$ cat config.mk
export PLATFORM = sky130hd
export DESIGN_NAME = i2s_rx_frontend
export DESIGN_NICKNAME = d
export VERILOG_FILES = /design/src/rtl/i2s_rx_frontend_pkg.sv /design/src/rtl/i2s_rx_frontend_sync_edge_detect.sv /design/src/rtl/i2s_rx_frontend.sv
export SDC_FILE = /design/constraint.sdc
export NUM_CORES = 1
export LEC_CHECK = 0
export BUFFER_PORTS_ARGS = -buffer_cell sky130_fd_sc_hd__buf_2
export CORE_ASPECT_RATIO = 1.75
export CORE_MARGIN = 5
export CORE_UTILIZATION = 30
export CTS_CLUSTER_DIAMETER = 60
export DETAILED_ROUTE_END_ITERATION = 10
export PLACE_DENSITY = 0.6
export SLEW_MARGIN = 20
export SYNTH_ARGS = -nofsm -noshare
export SYNTH_HDL_FRONTEND = slang
export SYNTH_SLANG_ARGS = --single-unit
$ cat constraint.sdc
create_clock -name clk -period 1.9 [get_ports clk]
set_input_delay 0.19 -clock clk [delete_from_list [all_inputs] [get_ports clk]]
set_output_delay 0.19 -clock clk [all_outputs]
set_load 0.01 [all_outputs]
$ cat src/rtl/i2s_rx_frontend_pkg.sv
// i2s_rx_frontend_pkg: receiver state encodings and channel constants.
package i2s_rx_frontend_pkg;
  typedef enum logic [1:0] {RX_HUNT = 2'd0, RX_SHIFT = 2'd1, RX_SKIP = 2'd2} rx_state_t;
  localparam logic CH_LEFT = 1'b0;
  localparam logic CH_RIGHT = 1'b1;
endpackage

$ cat src/rtl/i2s_rx_frontend_sync_edge_detect.sv
// sync_edge_detect: multi-flop synchronizer with a registered copy for rise detection.
module sync_edge_detect #(
  parameter int stages = 2
) (
  input  logic clk,
  input  logic reset,
  input  logic d,
  output logic level,
  output logic rise
);
  logic [stages-1:0] sync_q;
  logic prev;
  always_ff @(posedge clk) begin
    if (reset) begin
      sync_q <= '0;
      prev <= 1'b0;
    end else begin
      sync_q <= {sync_q[stages-2:0], d};
      prev <= sync_q[stages-1];
    end
  end
  assign level = sync_q[stages-1];
  assign rise = level & ~prev;
endmodule

$ cat src/rtl/i2s_rx_frontend.sv
// i2s_rx_frontend: deserializes one I2S channel into signed samples with overrun/short-slot flags.
module i2s_rx_frontend
  import i2s_rx_frontend_pkg::*;
#(
  parameter int data_width = 16,
  parameter int slot_bits = 32,
  parameter int channel_sel = 0,
  parameter int sync_stages = 2
) (
  input  logic                  clk,
  input  logic                  reset,
  input  logic                  i2s_bclk,
  input  logic                  i2s_lrclk,
  input  logic                  i2s_din,
  input  logic                  pipeline_ready,
  input  logic                  overrun_clear,
  output logic [data_width-1:0] sample_out,
  output logic                  sample_valid,
  output logic                  overrun,
  output logic                  short_slot,
  output logic [15:0]           frame_ctr
);
  localparam int bw = $clog2(slot_bits + 1);
  localparam logic [bw-1:0] last_bit = bw'(data_width - 1);
  localparam logic [bw-1:0] bit_max = bw'(slot_bits);
  localparam logic sel = (channel_sel != 0) ? CH_RIGHT : CH_LEFT;
  logic bclk_rise, lr, din, unused_bclk;
  logic [1:0] unused_rise;
  rx_state_t state;
  logic [bw-1:0] bit_idx;
  logic [data_width-1:0] shreg;
  logic lr_prev, commit, boundary;
  sync_edge_detect #(.stages(sync_stages)) u_bclk (.clk(clk), .reset(reset), .d(i2s_bclk), .level(unused_bclk), .rise(bclk_rise));
  sync_edge_detect #(.stages(sync_stages)) u_lrclk (.clk(clk), .reset(reset), .d(i2s_lrclk), .level(lr), .rise(unused_rise[0]));
  sync_edge_detect #(.stages(sync_stages)) u_din (.clk(clk), .reset(reset), .d(i2s_din), .level(din), .rise(unused_rise[1]));
  assign boundary = bclk_rise && (lr != lr_prev);
  always_ff @(posedge clk) begin
    if (reset) begin
      state <= RX_HUNT;
      bit_idx <= '0;
      shreg <= '0;
      lr_prev <= 1'b0;
      commit <= 1'b0;
      sample_out <= '0;
      sample_valid <= 1'b0;
      overrun <= 1'b0;
      short_slot <= 1'b0;
      frame_ctr <= '0;
    end else begin
      commit <= 1'b0;
      sample_valid <= commit && pipeline_ready;
      if (commit) frame_ctr <= frame_ctr + 16'd1;
      if (commit && pipeline_ready) sample_out <= shreg;
      overrun <= (commit && !pipeline_ready) || (overrun && !overrun_clear);
      // SHIFT always exits at data_width bits, so a boundary seen in SHIFT is a short slot
      short_slot <= (boundary && state == RX_SHIFT) || (short_slot && !overrun_clear);
      if (boundary) begin
        lr_prev <= lr;
        bit_idx <= '0;
        state <= (lr == sel) ? RX_SHIFT : RX_SKIP;
      end else if (bclk_rise && state == RX_SHIFT) begin
        shreg <= {shreg[data_width-2:0], din};
        bit_idx <= bit_idx + 1'b1;
        if (bit_idx == last_bit) begin
          commit <= 1'b1;
          state <= RX_SKIP;
        end
      end else if (bclk_rise && state == RX_SKIP && bit_idx != bit_max) begin
        bit_idx <= bit_idx + 1'b1;
      end
    end
  end
endmodule

==> metrics.md, run 1 <==
| Metric | Value |
|---|---|
| Period utilization | 0.855 |
| Layout cell share with drive strength beyond 1 | 0.199 |
| PwrDens | 927 nW/µm² |
| Via density | 4.39 |
| Slowest-stage cell, CP | or4_1 |
| Reg2reg start | bit_idx[0]$_SDFFE_PP0P_ |
| Distinct cells, synth | 34 |
| Largest net degree at the start of global routing | 34 |
| Number of enable flip-flop cells after synthesis | 0 |
| Drt total wl | 5.12 mm |
| Post-synthesis mux area share | 0.0733 |
| ANT cells | 0 |
| Hold Crit Depth | 2 |
| Synth Area in Compound Gates | 0.0795 |
| Initial core utilization | 0.303 |
| Vias | 1965 |
| Max-cap violations | 0 |
| Root Driver | clkbuf_16 |
| DRC | 0 |
| Inserted Clock Buffers | 9 |
| XOR/XNOR Fraction of Synth Area | 0.0535 |
| CP Capture Type | flip-flop |
| Post-DP Area | 2930 µm² |
| Origin of the worst min-delay path | i2s_lrclk |
| Most common cell after layout, fill and taps aside | dfxtp_1 |
| Power Total | 2.96 mW |
| Max incr delay on CP | 0.52 ns |
| Final Util | 0.374 |
| DP Worst Slack | 0.278 ns |
| Reg clk slew, reported paths | 0.05 ns |
| Ports | 42 |
| Dominant cell type by area after synthesis | dfxtp_1 |
| First-pass GRT wire length | 8.77 mm |
| Number of synthesized register bits | 68 |
| CTS sink cnt | 68 |
| Crit path max fanout | 10 |
| RSZ-0062 raised after global routing | false |
| Setup_tns | 0 ns |
| Post-CTS sizing | 0 |
| Most frequent cells in the layout | dfxtp_1 (68), nand2_1 (43), buf_2 (41) |
| Primary FF master, synth | dfxtp_1 |
| Data arrival time at the worst-slack endpoint | 1.87 ns |
| Syn_area_per_cell | 9.14 µm² |
| Startpoint types | flip-flop |
| Die area | 10700 µm² |
| Longest Clk Path Bufs | 2 |
| DRT Pass-1 Iters | 4 |
| Worst Setup Path Type | reg -> reg |
| Placement Rows | 45 |
| Worst VDD drop | 471 µV |
| Slew Viols, Final | 0 |
| Tmin final | 1.62 ns |
| Antenna Violating Nets Remaining | 0 |
| Crit path cell chain | inv_1 -> ha_1 -> nand2_1 -> o211ai_4 -> or4_1 -> a21oi_1 |
| Post-CTS Hold Fix Bufs | 0 |
| Number of I/O port buffers | 41 |
| Total gr overflow | 0 |
| Initial antenna violation count | 0 |
| Final WS setup | 0.275 ns |
| Area grow syn2layout | 23.1% |
| Asr flop ratio synth | 0 |
| CTS tree | yes |
| GRT Overall Usage | 0.107 |
| Hold slack | 0.0733 ns |
| Crit Reg-Reg Endpoint | bit_idx[5]$_SDFFE_PP0P_ |
| Design Area, Final | 3200 µm² |
| Hold WC Path Type | in -> reg |
| Outcome | completed |
| H-tree levels | 3 |
| Layout Cells excl Fill | 448 |
| Fmax | 615 MHz |
| Vias in the first global route | 1911 |
| Post-DP HPWL | 3.70 mm |
| Synthesized area | 2600 µm² |
| Combinational family with the most area after synthesis | simple AND/OR/NAND/NOR gates |
| Fin nets | 337 |
| Least-Margin Pin Slew | 0.565 ns |
| Final setup fails | 0 |
| Reg2Reg Setup Slack | 0.28 ns |
| Syn Inst Count | 284 |
| Syn Nets | 294 |
| Die Ht | 133 µm |
| Worst EP required | 2.15 ns |
| Die width | 80.3 µm |
| CORE AREA | 8560 µm² |
| GPL Wtd Cong | 0.775 |
| Clock latency on the worst-skew pair | 0.32 ns |
| Buffer and inverter count on the worst path | 1 |
| Static leakage | 1.34 nW |
| Main area contributors after synthesis | dfxtp_1 (52%), mux2i_1 (7.3%), nand2_1 (6.2%) |
| Max_slew headroom | 0.623 |
| Final setup skew | 0.00415 ns |
| WL per Instance | 11.4 µm |
| Final count of hold timing violations | 0 |
| Number of DRC markers in iteration 0 | 125 |
| WHS Endpoint | u_lrclk.sync_q[0]$_SDFF_PP0_ |
| Dpl cells | 433 |
| Number of fill cells | 923 |
| Post-CTS setup buffer count | 0 |
| Synth warn | 0 |
| Post-Synth Adder-Cell Area | 0.0145 |
| Simple-gate portion of the synthesized area | 0.221 |
| Critical path's top delay family | simple AND/OR/NAND/NOR gates |
| Register-to-Register Path Depth | 6 |
| Synth top area share | 0.524 |
| Sequential-to-total area share from yosys stat | 0.524 |
## synth_stat cells, types with 2 or more instances
cell	n
a21oi_1	25
buf_2	2
clkbuf_1	11
dfxtp_1	68
ha_1	3
inv_1	8
mux2i_1	19
nand2_1	43
nand2b_1	4
nand3_1	8
nand4_1	4
nor2_1	35
nor2b_1	7
nor3_1	5
nor4_1	4
o21ai_0	5
or3_1	3
or3_2	2
xnor2_1	10
xor2_1	4
## per-layer routing
layer  up-vias  global-route usage  part of all wire
met1       891               0.111              0.40
met2        30               0.181              0.53
met3        11              0.0381             0.041
met4         0              0.0620             0.027
met5         -                   0                 0
li1       1033                   -                 -
## report_power, final
| group | switching [mW] | total, mW | internal [mW] |
|---|---|---|---|
| sequential | 0.00372 | 1.44 | 1.44 |
| combinational | 0.0300 | 0.0462 | 0.0162 |
| clock | 0.538 | 1.48 | 0.941 |
## cell families after synthesis
logic type	after synthesis
AO/OA/AOI/OAI	35
XOR/XNOR	15
adder cells (fa/ha/maj)	3
buffers and inverters	22
flip-flops	68
multiplexers	19
AND/OR/NAND/NOR	122
## layout make-up
type                       count  area, µm²  share of cell area
clock buffer                  13        260              0.0814
timing repair buffer          46        243              0.0759
tap                          117        146              0.0458
sequential                    68       1360               0.426
clock inverter                 2       10.0             0.00313
inverter                       8       30.0             0.00939
multi-input combinational    194       1150               0.359
## state kept, by name, indices dropped and copies added (netlist names)
| name | cells |
|---|---|
| commit | 1 |
| bit_idx | 6 |
| shreg | 16 |
| u_din.sync_q | 2 |
| sample_out | 16 |
| sample_valid | 1 |
| state | 2 |
| u_lrclk.sync_q | 2 |
| lr_prev | 1 |
| overrun | 1 |
| u_bclk.prev | 1 |
| short_slot | 1 |
| u_bclk.sync_q | 2 |
| frame_ctr | 16 |
## worst max path at each step
stage                            start                       to  slack, ns  cells past startpoint
6_report       bit_idx[0]$_SDFFE_PP0P_  bit_idx[5]$_SDFFE_PP0P_       0.28                      6
5_1_grt        bit_idx[0]$_SDFFE_PP0P_  bit_idx[5]$_SDFFE_PP0P_       0.13                      6
4_1_cts        bit_idx[0]$_SDFFE_PP0P_  bit_idx[5]$_SDFFE_PP0P_       0.26                      6
3_5_place_dp   bit_idx[0]$_SDFFE_PP0P_  bit_idx[5]$_SDFFE_PP0P_       0.28                      6
3_3_place_gp   bit_idx[0]$_SDFFE_PP0P_  bit_idx[5]$_SDFFE_PP0P_       0.33                      6
2_1_floorplan  bit_idx[0]$_SDFFE_PP0P_  bit_idx[5]$_SDFFE_PP0P_       0.38                      6
(Power assumes the default switching activity.)
==> inputs of run 2 (changes only) <==
==> constraint.sdc (replaced) <==
create_clock -name clk -period 1.9 [get_ports clk]
set_input_delay 0.57 -clock clk [delete_from_list [all_inputs] [get_ports clk]]
set_output_delay 0.57 -clock clk [all_outputs]
set_load 0.01 [all_outputs]
==> run 2 against run 1 <==
Compared with the run above:
- utilization rose by 0.15 points
- largest cell class unchanged
- highest routed layer unchanged
- critical path depth is the same
- fmax fell by 1.3%
- critical endpoint unchanged
==> metrics.md, run 2 (synthesis results as in run 1) <==
| Metric | Value |
|---|---|
| Outcome | completed (unchanged) |
| Placement Rows | 45 (unchanged) |
| Hold WC Path Type | reg -> reg (was in -> reg) |
| Reg clk slew, reported paths | 0.05 ns (about the same) |
| Layout Cells excl Fill | 448 (unchanged) |
| Final setup fails | 0 (unchanged) |
| H-tree levels | 3 (unchanged) |
| CORE AREA | 8560 µm² (unchanged) |
| Least-Margin Pin Slew | 0.388 ns (was 0.565 ns) |
| PwrDens | 931 nW/µm² (was 927 nW/µm²) |
| Largest net degree at the start of global routing | 53 (was 34) |
| Die area | 10700 µm² (unchanged) |
| Worst Setup Path Type | reg -> reg (unchanged) |
| Largest registers | frame_ctr: 16 flops, sample_out: 16 flops, shreg: 16 flops (unchanged) |
| Tmin final | 1.65 ns (was 1.62 ns) |
| Reg2Reg Setup Slack | 0.25 ns (was 0.28 ns) |
| Crit path cell chain | inv_1 -> ha_1 -> nand2_1 -> o211ai_4 -> or4_1 -> a21oi_1 (unchanged) |
| Buffer and inverter count on the worst path | 1 (unchanged) |
| Max incr delay on CP | 0.52 ns (about the same) |
| Final setup skew | 0.00502 ns (was 0.00415 ns) |
| Setup_tns | 0 ns (unchanged) |
| Worst Setup SP | bit_idx[0]$_SDFFE_PP0P_ (unchanged) |
| Storage cell area | 1360 µm² (unchanged) |
| Initial antenna violation count | 0 (unchanged) |
| CP Capture Type | flip-flop (unchanged) |
| ANT cells | 0 (unchanged) |
| Slowest-stage cell, CP | or4_1 (unchanged) |
| Slew Viols, Final | 0 (unchanged) |
| Critical path's top delay family | simple AND/OR/NAND/NOR gates (unchanged) |
| Layout cell share with drive strength beyond 1 | 0.199 (unchanged) |
| Origin of the worst min-delay path | u_din.sync_q[0]$_SDFF_PP0_ (was i2s_lrclk) |
| Static leakage | 1.35 nW (was 1.34 nW) |
| Longest Clk Path Bufs | 2 (unchanged) |
| Post-CTS sizing | 0 (unchanged) |
| CTS sink cnt | 68 (unchanged) |
| RSZ-0062 raised after global routing | false (unchanged) |
| Fin nets | 337 (unchanged) |
| Most frequent cells in the layout | dfxtp_1 (68), nand2_1 (43), buf_2 (41) (unchanged) |
| Post-DP Area | 2940 µm² (was 2930 µm²) |
| Clock latency on the worst-skew pair | 0.33 ns (was 0.32 ns) |
| Data arrival time at the worst-slack endpoint | 1.91 ns (was 1.87 ns) |
| Initial core utilization | 0.303 (unchanged) |
| Ports | 42 (unchanged) |
| Final count of hold timing violations | 0 (unchanged) |
| Multi-input gate area | 1150 µm² (unchanged) |
| Crit path max fanout | 10 (unchanged) |
| Number of DRC markers in iteration 0 | 115 (was 125) |
| Root Driver | clkbuf_16 (unchanged) |
| Total gr overflow | 0 (unchanged) |
| GPL Wtd Cong | 0.742 (was 0.775) |
| Vias in the first global route | 1867 (was 1911) |
| Worst EP required | 2.16 ns (was 2.15 ns) |
| Post-CTS Hold Fix Bufs | 0 (unchanged) |
| Fmax | 608 MHz (was 615 MHz) |
| Die width | 80.3 µm (unchanged) |
| Vias | 2017 (was 1965) |
| Design Area, Final | 3210 µm² (was 3200 µm²) |
| Antenna Violating Nets Remaining | 0 (unchanged) |
| First-pass GRT wire length | 8.72 mm (was 8.77 mm) |
| CTS tree | yes (unchanged) |
| DRT Pass-1 Iters | 4 (unchanged) |
| Dpl cells | 433 (unchanged) |
| Period utilization | 0.866 (was 0.855) |
| Max-cap violations | 0 (unchanged) |
| Die Ht | 133 µm (unchanged) |
| Reg2reg start | bit_idx[0]$_SDFFE_PP0P_ (unchanged) |
| DRC | 0 (unchanged) |
| Most common cell after layout, fill and taps aside | dfxtp_1 (unchanged) |
| GRT Overall Usage | 0.104 (was 0.107) |
| Number of fill cells | 917 (was 923) |
| Max_slew headroom | 0.741 (was 0.623) |
| Final Util | 0.375 (was 0.374) |
| Post-CTS setup buffer count | 0 (unchanged) |
| WL per Instance | 11.4 µm (about the same) |
| Via density | 4.50 (was 4.39) |
| Inserted Clock Buffers | 9 (unchanged) |
| Startpoint types | flip-flop (unchanged) |
| Drt total wl | 5.12 mm (about the same) |
| Number of I/O port buffers | 41 (unchanged) |
| Post-DP HPWL | 3.67 mm (was 3.70 mm) |
| Worst VDD drop | 477 µV (was 471 µV) |
| Area grow syn2layout | 23.6% (was 23.1%) |
-- run 2: worst paths after layout --
| path | endpoint | cells past startpoint |
|---|---|---|
| worst max-delay path | bit_idx[5]$_SDFFE_PP0P_ | 6 |
| worst min-delay path | u_din.sync_q[1]$_SDFF_PP0_ | 1 |
| worst max register to register | bit_idx[5]$_SDFFE_PP0P_ | 6 |
| worst min register to register | u_din.sync_q[1]$_SDFF_PP0_ | 1 |
-- run 2: stage by stage --
stage               total power [mW]  hold slack, ns  setup slack [ns]
floorplan                       1.50           0.414             0.380
global placement                1.52           0.421             0.336
detailed placement              1.52           0.427             0.260
CTS                             3.03           0.439             0.249
global route                    3.10           0.448             0.179
finish                          2.99           0.434             0.254
-- run 2: where the power goes --
| part | total [mW] | switching [mW] | leakage [nW] | internal, mW |
|---|---|---|---|---|
| logic | 0.0490 | 0.0313 | 0.663 | 0.0177 |
| registers | 1.44 | 0.00364 | 0.549 | 1.44 |
| clock network | 1.50 | 0.557 | 0.135 | 0.942 |
-- run 2: worst register-to-register path: cells and delay by family, from the launching register on --
kind / cells / cell delay (ns)
AO/OA/AOI/OAI: 2 / 0.28
AND/OR/NAND/NOR: 2 / 0.64
adder cells (fa/ha/maj): 1 / 0.20
flip-flops: 1 / 0.37
buffers and inverters: 1 / 0.09
-- run 2: area by class of cell --
cell class                      count  area share
Clock buffer                       13      0.0811
Clock inverter                      2     0.00312
Tap cell                          117      0.0456
Inverter                            8     0.00936
Timing Repair Buffer               46      0.0795
Multi-Input combinational cell    194       0.357
Sequential cell                    68       0.424
-- run 2: routing by layer --
layer	global-route usage	vias up	part of all wire
met5	0	-	0
met4	0.0648	0	0.027
met3	0.0341	11	0.045
met2	0.175	30	0.53
met1	0.109	946	0.40
li1	-	1030	-
